$ cat src/rtl/sfm_pipe_arbiter.sv
// rtl/sfm_pipe_arbiter.sv - round-robin share of one elastic pipeline with in-order tag return routing
// Beats are issued round-robin; a tag FIFO remembers each issuer so returns route back in order.
module sfm_pipe_arbiter #(
  parameter  int NUM_REQ         = 2,
  parameter  int WIDTH_IN        = 32,
  parameter  int WIDTH_OUT       = WIDTH_IN,
  parameter  int MAX_OUTSTANDING = 4,
  localparam int ID_W            = $clog2(NUM_REQ),
  localparam int CNT_W           = $clog2(MAX_OUTSTANDING + 1)
) (
  input  logic                                 clk_i,
  input  logic                                 rst_ni,
  input  logic                                 enable_i,
  input  logic                                 clear_i,
  input  logic [NUM_REQ-1:0]                   req_valid_i,
  output logic [NUM_REQ-1:0]                   req_ready_o,
  input  logic [NUM_REQ-1:0][WIDTH_IN-1:0]     req_data_i,
  output logic                                 pipe_valid_o,
  input  logic                                 pipe_ready_i,
  output logic [WIDTH_IN-1:0]                  pipe_data_o,
  input  logic                                 pipe_valid_i,
  output logic                                 pipe_ready_o,
  input  logic [WIDTH_OUT-1:0]                 pipe_data_i,
  output logic [NUM_REQ-1:0]                   rsp_valid_o,
  input  logic [NUM_REQ-1:0]                   rsp_ready_i,
  output logic [NUM_REQ-1:0][WIDTH_OUT-1:0]    rsp_data_o,
  output logic [CNT_W-1:0]                     outstanding_o,
  output logic                                 busy_o,
  output logic                                 error_o
);

  localparam int PTR_W = (MAX_OUTSTANDING > 1) ? $clog2(MAX_OUTSTANDING) : 1;

  logic [ID_W-1:0]  ptr_q, ptr_d;
  logic [PTR_W-1:0] wr_ptr_q, wr_ptr_d;
  logic [PTR_W-1:0] rd_ptr_q, rd_ptr_d;
  logic [CNT_W-1:0] count_q, count_d;
  logic             error_q, error_d;
  logic [ID_W-1:0]  tag_q [MAX_OUTSTANDING];

  logic             can_issue, nonempty, push, pop, found;
  logic [ID_W-1:0]  grant, head, scan_id;

  function automatic logic [PTR_W-1:0] fifo_inc(input logic [PTR_W-1:0] p);
    return (p == PTR_W'(MAX_OUTSTANDING - 1)) ? '0 : p + PTR_W'(1);
  endfunction

  // Full blocks issue even when a pop lands the same cycle: keeps readies free of a ready-to-ready path.
  assign nonempty  = (count_q != '0);
  assign can_issue = enable_i && (count_q < CNT_W'(MAX_OUTSTANDING));
  assign head      = tag_q[rd_ptr_q];

  always_comb begin
    grant   = ptr_q;
    found   = 1'b0;
    scan_id = ptr_q;
    for (int i = 0; i < NUM_REQ; i++) begin
      scan_id = ID_W'((int'(ptr_q) + i) % NUM_REQ);
      if (!found && req_valid_i[scan_id]) begin
        grant = scan_id;
        found = 1'b1;
      end
    end
  end

  assign pipe_valid_o = can_issue && (|req_valid_i);
  assign pipe_data_o  = req_data_i[grant];
  assign push         = pipe_valid_o && pipe_ready_i;

  always_comb begin
    req_ready_o = '0;
    rsp_valid_o = '0;
    for (int k = 0; k < NUM_REQ; k++) begin
      req_ready_o[k] = can_issue && pipe_ready_i && (grant == ID_W'(k)) && req_valid_i[k];
      rsp_valid_o[k] = enable_i && pipe_valid_i && nonempty && (head == ID_W'(k));
    end
  end

  assign pipe_ready_o  = enable_i && nonempty && rsp_ready_i[head];
  assign pop           = pipe_valid_i && pipe_ready_o;
  assign rsp_data_o    = {NUM_REQ{pipe_data_i}};
  assign outstanding_o = count_q;
  assign busy_o        = nonempty;
  assign error_o       = error_q;

  always_comb begin
    ptr_d    = ptr_q;
    wr_ptr_d = wr_ptr_q;
    rd_ptr_d = rd_ptr_q;
    count_d  = count_q;
    error_d  = error_q;
    if (push) begin
      ptr_d    = (grant == ID_W'(NUM_REQ - 1)) ? '0 : grant + ID_W'(1);
      wr_ptr_d = fifo_inc(wr_ptr_q);
    end
    if (pop) begin
      rd_ptr_d = fifo_inc(rd_ptr_q);
    end
    if (push && !pop) begin
      count_d = count_q + CNT_W'(1);
    end else if (pop && !push) begin
      count_d = count_q - CNT_W'(1);
    end
    if (enable_i && pipe_valid_i && !nonempty) begin
      error_d = 1'b1;
    end
  end

  always_ff @(posedge clk_i) begin
    if (!rst_ni || clear_i) begin
      ptr_q    <= '0;
      wr_ptr_q <= '0;
      rd_ptr_q <= '0;
      count_q  <= '0;
      error_q  <= 1'b0;
    end else begin
      ptr_q    <= ptr_d;
      wr_ptr_q <= wr_ptr_d;
      rd_ptr_q <= rd_ptr_d;
      count_q  <= count_d;
      error_q  <= error_d;
      if (push) begin
        tag_q[wr_ptr_q] <= grant;
      end
    end
  end

endmodule

$ cat config.mk
export PLATFORM = sky130hd
export DESIGN_NAME = sfm_pipe_arbiter
export DESIGN_NICKNAME = d
export VERILOG_FILES = /design/src/rtl/sfm_pipe_arbiter.sv
export SDC_FILE = /design/constraint.sdc
export NUM_CORES = 1
export LEC_CHECK = 0
export BUFFER_PORTS_ARGS = -buffer_cell sky130_fd_sc_hd__buf_2
export CAP_MARGIN = 20
export CORE_AREA = 4 4 81 83
export DETAILED_ROUTE_END_ITERATION = 10
export DIE_AREA = 0 0 85 87
export GPL_TIMING_DRIVEN = 0
export PLACE_DENSITY = 0.73
export SLEW_MARGIN = 25
export SYNTH_ARGS = -nofsm -noshare
export SYNTH_HDL_FRONTEND = slang
export SYNTH_SLANG_ARGS = --single-unit
$ cat constraint.sdc
create_clock -name clk_i -period 3.1 [get_ports clk_i]
set_input_delay 0.62 -clock clk_i [delete_from_list [all_inputs] [get_ports clk_i]]
set_output_delay 0.62 -clock clk_i [all_outputs]
set_load 0.005 [all_outputs]
==> flow_metrics.env <==
export IMPL_outcome="finished, final reports clean"
export IMPL_max_freq_mhz=357
export IMPL_yosys_warnings=0
export IMPL_layout_common_cells="buf_2, buf_4, mux2_2, dfxtp_1, nor2_1"
export IMPL_gp_congestion=0.787
export IMPL_grt_use_total_pct=13.1
export IMPL_io_buffers=180
export IMPL_vias=1800
export IMPL_diodes=0
export IMPL_synth_largest_area_cell="buf_4"
export IMPL_layout_commonest_cell="buf_2"
export IMPL_relSlewSlack_pct=60.0
export IMPL_ios=213
export IMPL_grt_pass1_vias=1852
export IMPL_nets=477
export IMPL_cap_viol_max_count=0
export IMPL_period_minus_slack_ps=2800
export IMPL_post_cts_buffers=0
export IMPL_rsz0062_at_grt="false"
export IMPL_final_util_pct=46.4
export IMPL_finalHoldViolCount=0
export IMPL_power_mw=0.648
export IMPL_powerDensity_mw_per_mm2=239
export IMPL_yosysSeqAreaShare_pct=20.3
export IMPL_grt_overflow_total=0
export IMPL_coreArea_sq_mm=0.00585
export IMPL_viasPerCell=4.11
export IMPL_crit_type="in2out"
export IMPL_drt_total_wl_um=5300
export IMPL_min_path_type="reg2reg"
export IMPL_synth_area_leaders="buf_4, mux2_2, dfxtp_1"
export IMPL_nFillCells=593
export IMPL_synth_fp_nets=292
export IMPL_row_count=28
export IMPL_drcViolationCount=0
export IMPL_clkTransAtPathRegs_ps=60
export IMPL_clk_latency_ps=250
export IMPL_cts_root_buf="clkbuf_8"
export IMPL_cpMostUsedCell="buf_2"
export IMPL_hold_buffers=0
export IMPL_antenna_found_initial=0
export IMPL_syn_to_final_growth_pct=62.1
export IMPL_critPathMaxStageDelay_ps=510
export IMPL_synth_seq_cells=15
export IMPL_finalCritPeriodShare_pct=90.4
export IMPL_seq_area_sq_um=340
export IMPL_die_w_um=85
export IMPL_dp_cells=434
export IMPL_setup_viol=0
export IMPL_die_h_um=87
export IMPL_cp_start_kind="input pin"
export IMPL_holdWs_ps=465
export IMPL_dp_hpwl_um=4840
export IMPL_ctsResizeCount=0
export IMPL_yosysTopAreaCellShare_pct=28.7
export IMPL_peakVddDrop_mv=0.121
export IMPL_final_setup_tns_ps=0
export IMPL_cts_tree="built"
export IMPL_grt_max_degree=14
export IMPL_drt_initial_drc_count=44
export IMPL_p_leak_nw=1.53
export IMPL_dr_pass1_iters=4
export IMPL_drive_gt1_share_pct=77.4
export IMPL_crit_path_top_delay_cell="buf_1"
export IMPL_start_util_pct=28.6
export IMPL_syn_area_per_cell_sq_um=9.35
export IMPL_cp_data_arrival_time_ps=2180
export IMPL_maxSlewViolCount=0
export IMPL_h_tree_depth=1
export IMPL_layout_cells_non_filler=438
export IMPL_syn_area_sq_mm=0.00167
export IMPL_crit_path_end_kind="output pin"
export IMPL_worstPathMaxFanout=13
export IMPL_clk_path_buf_depth=2
export IMPL_synthCells=179
export IMPL_tightest_slew_ps=600
export IMPL_numCtsBuffers=3
export IMPL_wl_per_cell_um=12.1
export IMPL_finClkSkew_ps=7.54
export IMPL_multi_input_area_sq_um=812
export IMPL_required_ps=2480
export IMPL_drtAntennaViolNets=0
export IMPL_die_area_sq_mm=0.00740
export IMPL_crit_chain="buf_2, inv_1, maj3_1, buf_1, mux2_2, buf_2"
export IMPL_grt_pass1_wl_um=8020
export IMPL_cts_sinks=15
export IMPL_synth_distinct_cells=36
## path summary, 6_finish.rpt
| kind | start | endpoint | slack [ps] | cells after the start |
|---|---|---|---|---|
| min | error_o | error_o | 460 | 2 |
| max reg2reg | register | outstanding_o[2] | 410 | 9 |
| min reg2reg | error_o | error_o | 460 | 2 |
| max | req_valid_i[0] | pipe_data_o[11] | 300 | 6 |
## area by class of cell
| cell class | instances | area share [%] |
|---|---|---|
| tap | 75 | 3.46 |
| inverter | 6 | 0.830 |
| multi-input combinational | 89 | 29.9 |
| sequential | 15 | 12.5 |
| buffer | 69 | 18.4 |
| clock buffer | 4 | 1.66 |
| timing repair buffer | 180 | 33.2 |
## where the power goes
group / internal (mW) / switching, mW / total, mW
logic: 0.182 / 0.100 / 0.283
registers: 0.204 / 0.00423 / 0.209
clock network: 0.0910 / 0.0655 / 0.156
## stage by stage
| stage | setup slack [ps] | area (sq um) |
|---|---|---|
| after global routing | 137 | 2710 |
| after CTS | 249 | 2710 |
| final | 297 | 2710 |
| after floorplan | 611 | 1670 |
| after global placement | 260 | 2670 |
| after detailed placement | 242 | 2670 |
## kinds of logic after synthesis
kind of cell / Yosys count / synth area share (%)
AO/OA/AOI/OAI: 14 / 6.88
XOR/XNOR: 2 / 1.05
adder cells (fa/ha/maj): 8 / 6.28
buffers and inverters: 75 / 31.2
flip-flops: 15 / 20.3
multiplexers: 36 / 24.7
AND/OR/NAND/NOR: 29 / 9.64
## cells in the mapped netlist (all sizes together)
master / n
nor2b: 2
a2111oi: 1
dfxtp: 11
nor2: 10
buf: 65
and2: 1
and3: 5
o21ai: 2
mux4: 1
nand2b: 1
a311oi: 1
nand3: 2
o311a: 1
mux2: 32
o211a: 1
ha: 6
a31o: 1
inv: 6
edfxtp: 4
fa: 1
nor3b: 2
nand2: 1
xor2: 2
or3: 2
maj3: 1
clkbuf: 4
and3b: 1
a21oi: 5
nor3: 2
o311ai: 1
a31oi: 1
mux2i: 3
## routing by layer
layer	global-route usage (%)	up-vias	part of all wire, %
met4	3.45	0	0.87
met5	0	-	0
li1	-	916	-
met1	13.4	778	33
met3	3.50	5	11
met2	26.0	101	55
## worst max-delay path: cells and delay by family
family / cells / cell delay [ps]
adder cells (fa/ha/maj): 1 / 330
multiplexers: 1 / 400
buffers and inverters: 4 / 830
No activity file was read; power rests on OpenSTA's default activity.
